## src/rtl/char_pkg.sv

```systemverilog
// char_pkg: shared types, screen geometry and parameter defaults for the character physics block.
// Double jump is enabled by defining CHAR_DOUBLE_JUMP_EN.
package char_pkg;
  typedef enum logic [1:0] {GROUND = 2'd0, RISE = 2'd1, FALL = 2'd2} air_state_t;
  localparam int SCREEN_W = 640;
  localparam int SCREEN_H = 480;
  localparam int X_START_D = 320;
  localparam int Y_START_D = 380;
  localparam int SIZE_D = 8;
  localparam int X_STEP_D = 2;
  localparam int JUMP_SPEED_D = 4;
  localparam int JUMP_FRAMES_D = 16;
  localparam int MAX_FALL_D = 6;
  // Add in a wider signed domain so the result saturates at the edges instead of wrapping.
  function automatic logic [9:0] clamp_add(logic [9:0] pos, logic [9:0] mot, int lo, int hi);
    logic signed [11:0] s;
    s = $signed({2'b00, pos}) + $signed({{2{mot[9]}}, mot});
    return (s < 12'(lo)) ? 10'(lo) : (s > 12'(hi)) ? 10'(hi) : s[9:0];
  endfunction
endpackage

```

## src/rtl/frame_tick_det.sv

```systemverilog
// frame_tick_det: one-cycle tick on each rising edge of the frame strobe.
module frame_tick_det (
  input  logic clk,
  input  logic rst,
  input  logic frame_clk,
  output logic tick
);
  logic prev;
  always_ff @(posedge clk or posedge rst)
    if (rst) prev <= 1'b0;
    else prev <= frame_clk;
  assign tick = frame_clk & ~prev;
endmodule

```

## src/rtl/char_physics.sv

```systemverilog
// char_physics: per-frame walk/jump/fall motion and clamped position of the player character.
// Define CHAR_DOUBLE_JUMP_EN to allow one mid-air jump per landing.
module char_physics
  import char_pkg::*;
#(
  parameter int X_START     = X_START_D,
  parameter int Y_START     = Y_START_D,
  parameter int SIZE        = SIZE_D,
  parameter int X_STEP      = X_STEP_D,
  parameter int JUMP_SPEED  = JUMP_SPEED_D,
  parameter int JUMP_FRAMES = JUMP_FRAMES_D,
  parameter int MAX_FALL    = MAX_FALL_D
) (
  input  logic       Clk,
  input  logic       Reset,
  input  logic       frame_clk,
  input  logic       key_left,
  input  logic       key_right,
  input  logic       key_jump,
  input  logic       top_collide,
  input  logic       bottom_collide,
  input  logic       left_collide,
  input  logic       right_collide,
  output logic [9:0] Char_X_Pos,
  output logic [9:0] Char_Y_Pos,
  output logic [9:0] Char_X_Motion,
  output logic [9:0] Char_Y_Motion,
  output logic [9:0] Char_Size,
  output logic [1:0] air_state
);
  logic tick;
  air_state_t st, st_n;
  logic [9:0] cnt, cnt_n, xm_n, ym_n;
  frame_tick_det u_tick (.clk(Clk), .rst(Reset), .frame_clk(frame_clk), .tick(tick));
`ifdef CHAR_DOUBLE_JUMP_EN
  logic credit, credit_n, jump_prev;
`endif
  always_comb begin
    xm_n = (key_right & ~key_left & ~right_collide) ? 10'(X_STEP) :
           (key_left & ~key_right & ~left_collide) ? 10'(-X_STEP) : 10'd0;
    st_n = st;
    cnt_n = cnt;
    ym_n = Char_Y_Motion;
    case (st)
      GROUND: begin
        st_n = !bottom_collide ? FALL : key_jump ? RISE : GROUND;
        cnt_n = (bottom_collide & key_jump) ? 10'(JUMP_FRAMES - 1) : cnt;
        ym_n = !bottom_collide ? 10'd1 : key_jump ? 10'(-JUMP_SPEED) : 10'd0;
      end
      RISE: begin
        st_n = (top_collide || cnt == 10'd0) ? FALL : RISE;
        cnt_n = (top_collide || cnt == 10'd0) ? cnt : cnt - 10'd1;
        ym_n = (top_collide || cnt == 10'd0) ? 10'd0 : 10'(-JUMP_SPEED);
      end
      FALL: begin
        st_n = bottom_collide ? GROUND : FALL;
        ym_n = bottom_collide ? 10'd0 :
               ($signed(Char_Y_Motion) < 10'(MAX_FALL)) ? Char_Y_Motion + 10'd1 : 10'(MAX_FALL);
      end
      default: st_n = GROUND;
    endcase
`ifdef CHAR_DOUBLE_JUMP_EN
    credit_n = credit;
    // Landing and ceiling hits take precedence over the mid-air jump.
    if (st != GROUND && st_n != GROUND && !(st == RISE && top_collide) && key_jump && !jump_prev && credit) begin
      st_n = RISE;
      cnt_n = 10'(JUMP_FRAMES - 1);
      ym_n = 10'(-JUMP_SPEED);
      credit_n = 1'b0;
    end
    if (st_n == GROUND) credit_n = 1'b1;
`endif
  end
  always_ff @(posedge Clk or posedge Reset)
    if (Reset) begin
      Char_X_Pos <= 10'(X_START);
      Char_Y_Pos <= 10'(Y_START);
      Char_X_Motion <= 10'd0;
      Char_Y_Motion <= 10'd0;
      st <= GROUND;
      cnt <= 10'd0;
    end else if (tick) begin
      Char_X_Pos <= clamp_add(Char_X_Pos, xm_n, SIZE, SCREEN_W - 1 - SIZE);
      Char_Y_Pos <= clamp_add(Char_Y_Pos, ym_n, SIZE, SCREEN_H - 1 - SIZE);
      Char_X_Motion <= xm_n;
      Char_Y_Motion <= ym_n;
      st <= st_n;
      cnt <= cnt_n;
    end
`ifdef CHAR_DOUBLE_JUMP_EN
  always_ff @(posedge Clk or posedge Reset)
    if (Reset) begin
      credit <= 1'b1;
      jump_prev <= 1'b0;
    end else if (tick) begin
      credit <= credit_n;
      jump_prev <= key_jump;
    end
`endif
  assign Char_Size = 10'(SIZE);
  assign air_state = st;
endmodule

```

## config.mk

```make
export PLATFORM = sky130hd
export DESIGN_NAME = char_physics
export DESIGN_NICKNAME = d
export VERILOG_FILES = /design/src/rtl/char_pkg.sv /design/src/rtl/frame_tick_det.sv /design/src/rtl/char_physics.sv
export SDC_FILE = /design/constraint.sdc
export NUM_CORES = 1
export LEC_CHECK = 0
export BUFFER_PORTS_ARGS = -buffer_cell sky130_fd_sc_hd__buf_2
export CAP_MARGIN = 20
export CORE_MARGIN = 2
export CORE_UTILIZATION = 44
export CTS_CLUSTER_SIZE = 30
export DETAILED_ROUTE_END_ITERATION = 10
export SLEW_MARGIN = 20
export SYNTH_ARGS = -nofsm -noshare
export SYNTH_HDL_FRONTEND = slang
export SYNTH_SLANG_ARGS = --single-unit
```

## constraint.sdc

```tcl
create_clock -name Clk -period 11.25 [get_ports Clk]
set_input_delay 1.6875 -clock Clk [delete_from_list [all_inputs] [get_ports Clk]]
set_output_delay 1.6875 -clock Clk [all_outputs]
set_load 0.03 [all_outputs]
```

==> impl_results.md <==
- Hold Slack: 494.1 ps
- Vias post-DR: 3351
- Port bufs: 50
- Cell Rows: 33
- Fin area: 4124 µm²
- Final WL: 9157 µm
- R2R depth: 15
- CP Launch Type: primary input
- Fillers: 812
- Number of nets with antenna violations after routing: 0
- First-pass GRT wire length: 14730 µm
- Place WS: 5427 ps
- Max_cap viols: 0
- PD cells: 236.9 nW/µm²
- Max clock buf depth: 2
- Clk pin slew, worst setup/hold paths: 90 ps
- Ys Warns: 0
- Layout area overhead: 9.757%
- Final period utilization: 49.40%
- Clock root cell: clkbuf_8
- Total GRT Usage: 20.41%
- Chip width: 96.41 µm
- Critical-path maximum fanout: 14
- Status: complete, no violations
- IO Pins: 62
- Total setup buffers inserted after CTS: 0
- Initial antenna violation count: 0
- Critical Path RT: 11470 ps
- TritonCTS Buffers: 5
- Diodes inserted: 0
- Largest net degree at the start of global routing: 46
- Clock Sinks: 45
- RSZ-0062 raised after global routing: no
- Post-DP Area: 3989 µm²
- H-tree depth: 2
- CTS-repair resized insts: 0
- CP Cell Sequence: buf_2 > nand2_1 > nor2_1 > o21ai_1 > inv_2 > a31oi_1 > nor2_1 > ha_1 > a21oi_1 > nand2_1 > xnor2_1 > a21o_1 > a2111oi_0 > a211oi_4 > a22oi_1
- Final clock skew: 10.90 ps
- Cells after Synth: 427
- CP max stage delay: 850 ps
- Starting Density: 45.50%
- Worst-Margin Slew: 1094 ps
- Core area: 8258 µm²
- Max-Slew Margin vs Limit: 26.58%
- Fmax: 179.9 MHz
- Number of synthesized flops with an enable pin: 0
- Placed cell count: 562
- Arrival time worst endpoint: 5780 ps
- Synth Flop Type: dfrtp_1
- Hold depth: 2
- Nets: 499
- Leak Pwr: 1.878 nW
- Placer Congestion: 0.9197
- Tmin final: 5557 ps
- DR pass1 iterations: 4
- Slew Limit Fails: 0
- Residual DRC: 0
- Flops & latches, synth: 45
- Fraction of registers with async set or reset after synthesis: 100.0%
- GRT overflow: 0
- Non-Filler Instances: 570
- Slowest stage cell on the critical path: a2111oi_0
- Post-Syn Area: 3757 µm²
- # hold bufs at CTS: 0
- Fin. Hold Viols: 0
- Setup Crit Path Kind: primary input to flop
- Avg Cell Area, Syn: 8.799 µm²
- TritonCTS clock tree: yes
- Initial DRC Count: 139
- Dpl hpwl: 6854 µm
- Share of cells above drive strength 1: 20.22%
- Post-synthesis sequential area ratio: 30.24%
- VDD IR-drop max: 0.1138 mV
- Setup TNS: 0 ps
- Final count of negative-setup-slack endpoints: 0
- Worst min path class: flop to flop
- Critical path endpoint category: flop
- Netlist cell types: 82
- Post-detailed-route wirelength per cell: 16.06 µm
- Die Ht: 96.41 µm
- Worst setup margin: 5693 ps
- Worst-Skew Late Latency: 310 ps
- Number of global-route vias before repair: 2994
- Die footprint: 9295 µm²
- Vias per cell: 5.879
-- synthesized netlist by cell type (all sizes together), types with 6 or more instances --
library cell | number | area (µm²)
nor2 | 42 | 157.7
dfrtp | 37 | 925.9
a21oi | 33 | 165.2
nand2 | 32 | 120.1
ha | 23 | 287.8
inv | 22 | 82.58
o21ai | 22 | 113.9
buf | 21 | 162.7
xnor2 | 12 | 123.9
a211oi | 10 | 92.59
clkbuf | 9 | 33.78
a21o | 8 | 60.06
dfstp | 8 | 210.2
nand2b | 8 | 50.05
nand3 | 8 | 40.04
xor2 | 8 | 70.07
a22oi | 6 | 45.04
a311oi | 6 | 65.06
and3 | 6 | 37.54
nor4 | 6 | 52.55
-- layout make-up --
class | count | area [µm²] | area share (%)
repair buffers | 52 | 265.3 | 6.432
multi-input cells | 338 | 2374 | 57.55
well taps | 105 | 131.4 | 3.186
flip-flops and latches | 45 | 1136 | 27.55
clock buffers | 5 | 68.82 | 1.669
inverters | 22 | 83.83 | 2.033
clock inverters | 3 | 65.06 | 1.578
-- logic make-up after synthesis --
family / Yosys count / synth area share [%]
AOI/OAI and AO/OA: 142 / 28.21
xor gates and xnor gates: 20 / 5.162
DFF: 45 / 30.24
muxes: 2 / 0.6992
buffers and inverters: 53 / 7.659
adders and majority gates: 25 / 8.725
other: 2 / 0.1999
and+or+nand+nor: 138 / 19.11
-- through the flow --
step           util, %  power (W)
6_report         49.94  0.0009769
3_5_place_dp     48.30  0.0008265
5_1_grt          49.94   0.001052
4_1_cts          49.92  0.0009794
2_1_floorplan        -  0.0007029
3_3_place_gp     48.23  0.0008178
-- power breakdown --
group / switching [W] / total, W / internal (W)
logic: 0.000351 / 0.000552 / 0.000201
registers: 0.0000565 / 0.000276 / 0.000219
clock network: 0.0000605 / 0.000149 / 0.0000883
total: 0.000468 / 0.000977 / 0.000509
-- critical path: cells and delay by family --
family	cells	cell delay (ps)
AOI/OAI and AO/OA	7	2860
xor gates and xnor gates	1	190
adders and majority gates	1	330
buffers and inverters	2	300
and+or+nand+nor	4	370
-- final timing paths --
path                                start             to  slack (ps)
min                         Char_Y_Pos[8]  Char_Y_Pos[8]         490
min reg2reg                 Char_Y_Pos[8]  Char_Y_Pos[8]         490
min in group asynchronous           Reset    u_tick.prev        1480
max reg2reg                        cnt[3]  Char_Y_Pos[1]        6080
max                        bottom_collide  Char_Y_Pos[1]        5690
max in group asynchronous           Reset  Char_X_Pos[7]        9270
-- registers in the layout, summed over array words and instances, names as in the netlist --
name	count
Char_X_Pos	10
air_state	2
u_tick.prev	1
Char_X_Motion	2
Char_Y_Pos	10
cnt	10
Char_Y_Motion	10
-- placed cells by master, fill, tap and decap left out, drive strengths merged, types with 4 or more instances in the layout --
master   netlist  final
dfrtp         37     37
a2111oi        4      4
o221ai         4      4
o21a           4      4
nand2         32     32
xnor2         12     12
and3           6      6
dfstp          8      8
nor2          42     42
o2bb2ai        4      4
nand3b         4      4
xor2           8      8
a311oi         6      6
a211oi        10     10
or3            5      5
a21oi         33     33
a31oi          5      5
nand2b         8      8
a21o           8      8
clkbuf         9      5
conb           2     11
o21ai         22     22
a211o          4      4
o211ai         4      4
nor3           5      5
nand3          8      8
ha            23     23
nor4           6      6
buf           21     52
a22oi          6      6
inv           22     21
-- metal layers --
| metal | track usage (%) | vias to the layer above | wire (µm) |
|---|---|---|---|
| met5 | 0 | - | 0 |
| met4 | 5.399 | 0 | 114 |
| met3 | 3.258 | 9 | 452 |
| met2 | 31.77 | 91 | 4053 |
| met1 | 29.48 | 1609 | 4537 |
| li1 | - | 1642 | - |
No activity file was read; power rests on OpenSTA's default activity.
